File: src/rtl/ctrl_convseq.sv
// Polyphase convolution sequencer: steps the RAM driver through INIT/CALC/RESULT/RELOAD per sample.
// Optional CALC watchdog enabled by defining CTRL_CONVSEQ_WDT_EN.
module ctrl_convseq #(
  parameter int unsigned ADDR_WIDTH  = 12,
  parameter int unsigned PHASE_WIDTH = 4,
  parameter int unsigned WDT_WIDTH   = 10
) (
  input  logic                   clk,
  input  logic                   rst,
  input  logic [ADDR_WIDTH-1:0]  cfg_bptr,
  input  logic [ADDR_WIDTH-1:0]  cfg_lptr,
  input  logic [ADDR_WIDTH-1:0]  cfg_coef_base,
  input  logic [ADDR_WIDTH-1:0]  cfg_tap_len,
  input  logic [PHASE_WIDTH-1:0] cfg_phases,
  input  logic                   s_valid,
  output logic                   s_ready,
  input  logic                   conv_pass,
  output logic                   en_init,
  output logic                   ringbuf_init,
  output logic                   en_calc,
  output logic                   coeff_load,
  output logic [ADDR_WIDTH-1:0]  data_hptr,
  output logic [ADDR_WIDTH-1:0]  coef_ptr,
  output logic [PHASE_WIDTH-1:0] phase,
  output logic                   res_valid,
  input  logic                   res_ready,
  output logic                   res_last,
  output logic                   busy,
  output logic                   wdt_err
);

  typedef enum logic [2:0] {StIdle, StInit, StCalc, StResult, StReload} state_e;

  state_e                 state_q, state_d;
  logic [PHASE_WIDTH-1:0] phase_q, phase_d, last_phase;
  logic [ADDR_WIDTH-1:0]  hptr_q, hptr_d, hptr_adv;
  logic [ADDR_WIDTH-1:0]  coef_q, coef_d;
  logic                   s_ready_q, en_init_q, ringbuf_init_q, en_calc_q, coeff_load_q;
  logic                   res_valid_q, res_last_q, busy_q;

  if (WDT_WIDTH < 2) begin : g_bad_wdt_width
    $error("WDT_WIDTH must be at least 2");
  end

`ifdef CTRL_CONVSEQ_WDT_EN
  logic [WDT_WIDTH-1:0] wdt_q, wdt_d, wdt_inc;
  logic                 wdt_err_q, wdt_err_d;
`endif

  // A phase count of zero is treated as a single phase.
  assign last_phase = (cfg_phases == '0) ? '0 : cfg_phases - PHASE_WIDTH'(1);
  assign hptr_adv   = (hptr_q == cfg_lptr) ? cfg_bptr : hptr_q + ADDR_WIDTH'(1);

  always_comb begin
    state_d = state_q;
    phase_d = phase_q;
    coef_d  = coef_q;
    hptr_d  = hptr_q;
`ifdef CTRL_CONVSEQ_WDT_EN
    wdt_inc   = wdt_q + WDT_WIDTH'(1);
    wdt_d     = wdt_q;
    wdt_err_d = 1'b0;
`endif
    unique case (state_q)
      StIdle: begin
        if (s_valid) begin
          state_d = StInit;
          phase_d = '0;
          coef_d  = cfg_coef_base;
        end
      end
      StInit: begin
        state_d = StCalc;
`ifdef CTRL_CONVSEQ_WDT_EN
        wdt_d = '0;
`endif
      end
      StCalc: begin
        if (conv_pass) begin
          state_d = StResult;
`ifdef CTRL_CONVSEQ_WDT_EN
        end else if (&wdt_inc) begin
          // Abort the sample but still consume its ring buffer slot.
          state_d   = StIdle;
          wdt_err_d = 1'b1;
          phase_d   = '0;
          coef_d    = cfg_coef_base;
          hptr_d    = hptr_adv;
        end else begin
          wdt_d = wdt_inc;
`endif
        end
      end
      StResult: begin
        if (res_ready) begin
          if (phase_q == last_phase) begin
            state_d = StIdle;
            phase_d = '0;
            coef_d  = cfg_coef_base;
            hptr_d  = hptr_adv;
          end else begin
            state_d = StReload;
            phase_d = phase_q + PHASE_WIDTH'(1);
            coef_d  = coef_q + cfg_tap_len;
          end
        end
      end
      StReload: begin
        state_d = StCalc;
`ifdef CTRL_CONVSEQ_WDT_EN
        wdt_d = '0;
`endif
      end
      default: state_d = StIdle;
    endcase
  end

  // Outputs are registered from the next state so they are pure Moore functions of state_q.
  always_ff @(posedge clk) begin
    if (rst) begin
      state_q        <= StIdle;
      phase_q        <= '0;
      hptr_q         <= cfg_bptr;
      coef_q         <= cfg_coef_base;
      s_ready_q      <= 1'b1;
      en_init_q      <= 1'b0;
      ringbuf_init_q <= 1'b0;
      en_calc_q      <= 1'b0;
      coeff_load_q   <= 1'b0;
      res_valid_q    <= 1'b0;
      res_last_q     <= 1'b0;
      busy_q         <= 1'b0;
    end else begin
      state_q        <= state_d;
      phase_q        <= phase_d;
      hptr_q         <= hptr_d;
      coef_q         <= coef_d;
      s_ready_q      <= (state_d == StIdle);
      en_init_q      <= (state_d == StInit);
      ringbuf_init_q <= (state_d == StInit);
      en_calc_q      <= (state_d == StCalc);
      coeff_load_q   <= (state_d == StInit) || (state_d == StReload);
      res_valid_q    <= (state_d == StResult);
      res_last_q     <= (state_d == StResult) && (phase_d == last_phase);
      busy_q         <= (state_d != StIdle);
    end
  end

`ifdef CTRL_CONVSEQ_WDT_EN
  always_ff @(posedge clk) begin
    if (rst) begin
      wdt_q     <= '0;
      wdt_err_q <= 1'b0;
    end else begin
      wdt_q     <= wdt_d;
      wdt_err_q <= wdt_err_d;
    end
  end

  assign wdt_err = wdt_err_q;
`else
  assign wdt_err = 1'b0;
`endif

  assign s_ready      = s_ready_q;
  assign en_init      = en_init_q;
  assign ringbuf_init = ringbuf_init_q;
  assign en_calc      = en_calc_q;
  assign coeff_load   = coeff_load_q;
  assign data_hptr    = hptr_q;
  assign coef_ptr     = coef_q;
  assign phase        = phase_q;
  assign res_valid    = res_valid_q;
  assign res_last     = res_last_q;
  assign busy         = busy_q;

endmodule

File: config.mk
export PLATFORM = sky130hd
export DESIGN_NAME = ctrl_convseq
export DESIGN_NICKNAME = d
export VERILOG_FILES = /design/src/rtl/ctrl_convseq.sv
export SDC_FILE = /design/constraint.sdc
export NUM_CORES = 1
export LEC_CHECK = 0
export ABC_AREA = 0
export BUFFER_PORTS_ARGS = -buffer_cell sky130_fd_sc_hd__buf_4
export CORE_MARGIN = 2
export CORE_UTILIZATION = 38
export CTS_BUF_LIST = sky130_fd_sc_hd__clkbuf_2 sky130_fd_sc_hd__clkbuf_4 sky130_fd_sc_hd__clkbuf_8
export DETAILED_ROUTE_END_ITERATION = 8
export GPL_ROUTABILITY_DRIVEN = 0
export SLEW_MARGIN = 10
export SYNTH_ARGS = -nofsm -noshare
export SYNTH_HDL_FRONTEND = slang
export SYNTH_SLANG_ARGS = --single-unit
File: constraint.sdc
create_clock -name clk -period 6.25 [get_ports clk]
set_clock_uncertainty 0.2 [all_clocks]
set_input_delay 0.3125 -clock clk [delete_from_list [all_inputs] [get_ports clk]]
set_output_delay 0.3125 -clock clk [all_outputs]
set_load 0.03 [all_outputs]
# ---- Yosys cells after proc, flatten, opt, wreduce, memory -nomap -nowiden
# Cells that the tools add are included.
dict set report word_totals {
  elab_cells 61
  ff_bits 38
  input_bits 57
}
dict set report op_classes {
  muxes 20
  n_eq_ne 13
  n_reduce_logical 13
  add_sub_neg 4
}
# op n
set op_table {}
lappend op_table {{12-bit two-way mux} 9}
lappend op_table {{12-bit case mux with 2 select lines} 1}
lappend op_table {{4-bit two-way mux} 4}
lappend op_table {{12-bit by 1-bit adder with 12-bit output (second input constant)} 1}
lappend op_table {{12-bit adder} 1}
lappend op_table {{12-bit == test} 1}
lappend op_table {{3-bit by 2-bit == test with 1-bit output (second input constant)} 4}
lappend op_table {{3-bit two-way mux} 4}
lappend op_table {{3-bit case mux with 4 select lines} 1}
lappend op_table {{4-bit == test} 2}
lappend op_table {{4-bit case mux with 2 select lines} 1}
lappend op_table {{3-bit by 1-bit == test with 1-bit output (second input constant)} 2}
lappend op_table {{3-bit == test (second input constant)} 2}
lappend op_table {{3-bit logical NOT} 2}
lappend op_table {{3-bit != test (second input constant)} 2}
lappend op_table {{3-bit AND reduction} 2}
lappend op_table {{2-bit nonzero test} 3}
lappend op_table {{3-bit nonzero test} 2}
lappend op_table {{4-bit by 1-bit adder with 4-bit output (second input constant)} 1}
lappend op_table {{4-bit logical NOT} 1}
lappend op_table {{4-bit by 1-bit subtractor with 4-bit output (second input constant)} 1}
lappend op_table {{2-bit OR reduction} 1}
lappend op_table {{1-bit logical AND} 1}
lappend op_table {{1-bit logical OR} 1}

# ---- Logic depth before layout (Yosys ltp)
dict set report depth {
  word_depth 8
  mapped_depth 10
}

# ---- Worst setup path after synthesis
# Ideal clock, no wire load.
dict set report synth_path {
  kind {reg2reg}
  startpoint {register coef_q[0] (netlist: coef_ptr[0])}
  endpoint {register coef_q[10] (netlist: coef_ptr[10]), data pin}
  n_path_buf 0
  path_stages_with_launch 11
  arrival_time_ns 2.459
  synth_period_minus_slack_ns 2.815
  t_required_ns 5.893
  slack_ns 3.435
  cell_sequence {edfxtp_1 -> ha_1 -> inv_1 -> fa_1 -> nor2b_1 -> o21ai_0 -> a21oi_1 -> o21ai_0 -> o21ai_0 -> or4b_2 -> a32oi_1}
}
dict set report synth_via {
  elab_chain_len 5
}
# element line_no
set synth_rtl {}
lappend synth_rtl {{start: declaration} 37} ;# logic [ADDR_WIDTH-1:0] coef_q, coef_d;
lappend synth_rtl {{start signal: assignment} 124} ;# coef_q <= cfg_coef_base;
lappend synth_rtl {{start signal: assignment} 137} ;# coef_q <= coef_d;
lappend synth_rtl {{12-bit adder} 104} ;# coef_d = coef_q + cfg_tap_len;
lappend synth_rtl {{12-bit two-way mux} 96} ;# if (phase_q == last_phase) begin
lappend synth_rtl {{12-bit two-way mux} 95} ;# if (res_ready) begin
lappend synth_rtl {{12-bit case mux with 2 select lines} 64} ;# unique case (state_q)
lappend synth_rtl {{12-bit two-way mux} 120} ;# if (rst) begin
# No other way between the ends. The select of a mux whose other input is x is not followed.
# A chain may end at the register's enable or synchronous reset.

# ---- Worst setup path after layout
# Same ends and word-level chain as after synthesis.

==> results.md <==
Routing:
- The overall routed net length is 6.43 mm.
- The number of optimization iterations in the first detailed-route pass is 4.
- After detailed routing, the number of vias per cell comes to about 5.2.
- The total DRC errors in the routed layout is 0.
- The wire length per cell is 14.3 um.
- The count of nets left with antenna violations once routing finished came out at 0.
- The detailed router finished its first iteration with 63 violations.
- The detailed router placed roughly 2.3k vias in this run.

Placed design:
- Port buffering added 92 buffers.
- After detailed placement, the total cell area comes to 0.00335 sq mm.
- The sum of net half-perimeters after detailed placement is slightly below 5 mm.

Critical path:
- Walking the worst path, the cells encountered are ha_1 -> inv_1 -> fa_1 -> nor2b_1 -> o21ai_0 -> a21oi_1 -> o21ai_0 -> o21ai_0 -> or4b_2 -> a32oi_1.
- The category of the critical setup timing path is register to register.
- The worst setup path is launched from a register.
- The cell with the largest stage delay on the worst path is sky130_fd_sc_hd__or4b_2.
- The cell that appears most often on the critical path is sky130_fd_sc_hd__o21ai_0.
- The critical register-to-register path startpoint is coef_ptr[0].
- The slack of the worst reg-to-reg path is 3.39 ns.
- The delay of the slowest critical-path stage is approximately 0.63 ns.
- STA classifies the critical path endpoint as a register.
- The critical path data required time is 6.18 ns.
- The largest fanout on the critical path is 3.
- The endpoint identified for the worst register-to-register timing path is coef_ptr[10].
- The data arrival at the endpoint of the critical path is between 2 and 3 ns.
- Counting cells, the worst reg-to-reg path comes to 10.

Clock network:
- Clock latency on the worst-skew pair, taken at its later pin, is between 0.2 and 0.3 ns.
- The CTS H-tree depth is 2.
- Counting the buffers created by CTS gives 5.
- CTS placed an instance of sky130_fd_sc_hd__clkbuf_8 at the clock tree root.
- In this run, post-CTS hold repair placed 0 buffers.
- TritonCTS built the clock tree.
- The clock passes through at most 2 buffers.
- After clock tree synthesis, the clock-pin slew on the worst setup and hold paths is approximately 0.08 ns.
- The post-CTS resize count is 0.
- The count of buffers added by post-CTS timing repair for setup is 0.
- The clock drives 38 sinks.

Floorplanning:
- After floorplanning, the core was sized to cover slightly below 0.007 sq mm.
- In this run the core area contains 30 standard-cell rows.
- The height of the die is around 90 um.
- The total die area is ~0.0076 sq mm.
- For this configuration, the core starts out at a cell density of just under 40%.
- The I/O pin total is 94.
- The die width is 87.5 um.

Power:
- For this design the total switching power over the nets is 0.000226 W.
- Across the VDD grid, the largest voltage drop is 0.000149 V.
- Net switching is between 30 and 40% of the power.
- The power share of the sequential group is about 42%.
- The analysis attributes to cell leakage a power of between 1.5 and 2 nW.
- The power density over cell area is roughly 210 mW/mm^2.
- The total power after layout is roughly 0.00073 W.
- The combinational fraction of design power is between 20% and 30%.
- The internal portion of the total power is roughly 0.00051 W.
- The clock group share of total power is roughly 28%.

Cells and area:
- The most common cell after layout, fill and taps aside is sky130_fd_sc_hd__buf_4.
- The post-layout net count is 440.
- The area growth from synthesis to layout is 30.9%.
- The core occupancy in the finished layout is around half.
- The fraction of final layout cells with drive strength greater than 1 is just over 30%.
- The count of inserted antenna diode cells is 0.
- The post-route cell area is between 0.003 and 0.004 sq mm.
- Leaving out fill and tap cells, the most frequent cells in the layout are sky130_fd_sc_hd__buf_4, sky130_fd_sc_hd__nor2_1, sky130_fd_sc_hd__edfxtp_1, sky130_fd_sc_hd__xor2_1, sky130_fd_sc_hd__nand2_1.

Min path:
- Counting instances, the worst hold path has a depth of 2.
- The end of the worst hold path is phase[2].
- In this run the most critical hold path is launched from rst.
- In this run the worst hold path is classified as input port to register.

Global routing:
- The via count of the first global-routing pass is 2149.
- The maximum number of pins on one net before global-route repair is 23.
- Global routing used 16.6% of the available tracks.
- The first global-routing pass estimated between 10 and 15 mm of wire.
- Summed over all layers, the global routing overflow is 0.
- The number of antenna violations at the first check in global routing is 0.

Job:
- The number of maximum-capacitance violations is 0.

Timing:
- Setup repair after global routing left no endpoint under its margin.
- The post-route clock period utilization is a little under half.
- Based on the critical path, the design can be clocked at up to 350 MHz.
- The count of final hold-check violations is 0.
- In this run the tightest slew margin relative to its limit is 30.5%.
- Setup violations remaining at the end of the flow were counted as 0.
- At the pin with the least slew margin, the transition time is ~1.0 ns.
- In the final timing run, aggregate negative setup slack is 0 ns.
- The worst path in the final design needs a cycle of between 2 and 3 ns, including I/O delays and setup.
- The max-slew violation total from the final report came to 0.

Synthesis:
- The main flop type after synthesis is sky130_fd_sc_hd__edfxtp_1.
- Synthesis produced a netlist with a net count of 357.
- The number of synthesized register bits is 38.
- Synthesis produced approximately 290 cells.
- In the synthesized netlist the async set-or-reset flop fraction comes to 0%.
- In this run, distinct cell masters in the synthesized netlist total 50.
- The portion of the post-synthesis area used by sequential elements is between 30% and 40%.
- For this run, the number of Yosys warnings is 0.
- The average size of a mapped cell is slightly above 9 sq um.
- The post-synth design cell area is between 0.002 and 0.003 sq mm.
- The number of enable-type register cells in the synthesized netlist is 24.

Outcome:
- The run finished with clean final reports.
==> power groups by stage <==
| stage | registers [W] | logic [W] | clock network [W] |
|---|---|---|---|
| after CTS | 0.000310 | 0.000217 | 0.000214 |
| after global routing | 0.000312 | 0.000237 | 0.000226 |
| after detailed placement | 0.000315 | 0.000216 | 0 |
| after global placement | 0.000315 | 0.000215 | 0 |
| final | 0.000309 | 0.000216 | 0.000207 |
| after floorplan | 0.000346 | 0.000107 | 0 |
==> cells in the mapped netlist (all sizes together) (2+ instances only) <==
library cell	count	area share (%)
nand4	2	0.47
dfxtp	14	11
xor2	23	7.6
nor2	24	3.4
clkbuf	7	0.99
a311oi	2	0.66
and3	6	1.4
nand4b	2	0.66
nor2b	6	1.4
nand3	8	1.5
a21oi	19	3.6
buf	9	2.4
edfxtp	24	27
a31oi	3	0.71
nand3b	2	0.57
nand2	21	3.0
mux2	3	1.3
xnor2	11	3.6
a2111oi	2	1.4
nand2b	3	0.71
nor3	7	1.3
nor4	4	0.95
o21a	4	1.1
o31ai	4	1.5
o21ai	20	3.8
mux2i	4	1.5
or3b	2	0.66
inv	11	1.6
a21o	8	2.3
ha	13	6.1
a211o	3	0.99
or2	2	0.57
==> metrics by stage <==
step | hold slack, ns | instances | setup WS, ns
CTS | 0.0860 | 450 | 3.36
global placement | 0.391 | 442 | 3.37
floorplan | 0.295 | 286 | 3.43
finish | 0.0923 | 450 | 3.39
global route | 0.0793 | 450 | 3.05
detailed placement | 0.387 | 442 | 3.37
==> logic make-up after synthesis <==
logic type | synth area share (%)
buffers and inverters | 4.92
other | 0.142
AND/OR/NAND/NOR | 18.2
multiplexers | 2.79
flip-flops | 37.8
adder cells (fa/ha/maj) | 6.90
XOR/XNOR | 11.3
AO/OA/AOI/OAI | 18.0
==> layer usage <==
layer / GRT usage, % / part of all wire [%] / routed length [um] / vias to the layer above
li1: - / - / - / 1189
met1: 22.9 / 49 / 3150 / 1081
met2: 26.0 / 44 / 2840 / 71
met3: 4.74 / 6.2 / 398 / 4
met4: 3.78 / 0.59 / 38 / 0
met5: 0 / 0 / 0 / -
==> flip-flops by register name, indices dropped and copies added (netlist names) <==
name	cells
res_last	1
en_calc	1
busy	1
s_ready	1
coeff_load	1
res_valid	1
coef_ptr	12
phase	4
state_q	3
data_hptr	12
ringbuf_init	1
==> critical path: cells and delay by family (launching register included) <==
kind | cells | cell delay (ns)
AOI/OAI and AO/OA | 5 | 0.94
and+or+nand+nor | 2 | 0.68
adders and majority gates | 2 | 0.42
DFF | 1 | 0.39
buffers and inverters | 1 | 0.07
==> final cells by class <==
type                            count  area [sq um]
Clock inverter                      3          40.0
Sequential cell                    38          1000
Multi-Input combinational cell    221          1520
Timing Repair Buffer               92           691
Tap cell                           80           100
Clock buffer                        5          68.8
Fill cell                         649          3290
Inverter                           11          41.3
==> worst max-delay path by stage <==
stage	startpoint	to	slack, ns	cells past startpoint
after global routing	coef_ptr[0]	coef_ptr[10]	3.05	10
after CTS	coef_ptr[0]	coef_ptr[10]	3.36	10
final	coef_ptr[0]	coef_ptr[10]	3.39	10
after detailed placement	cfg_tap_len[0]	coef_ptr[10]	3.37	11
after floorplan	coef_ptr[0]	coef_ptr[10]	3.43	10
after global placement	cfg_tap_len[0]	coef_ptr[10]	3.37	11
Note: power is estimated with default switching activity, not from simulation.
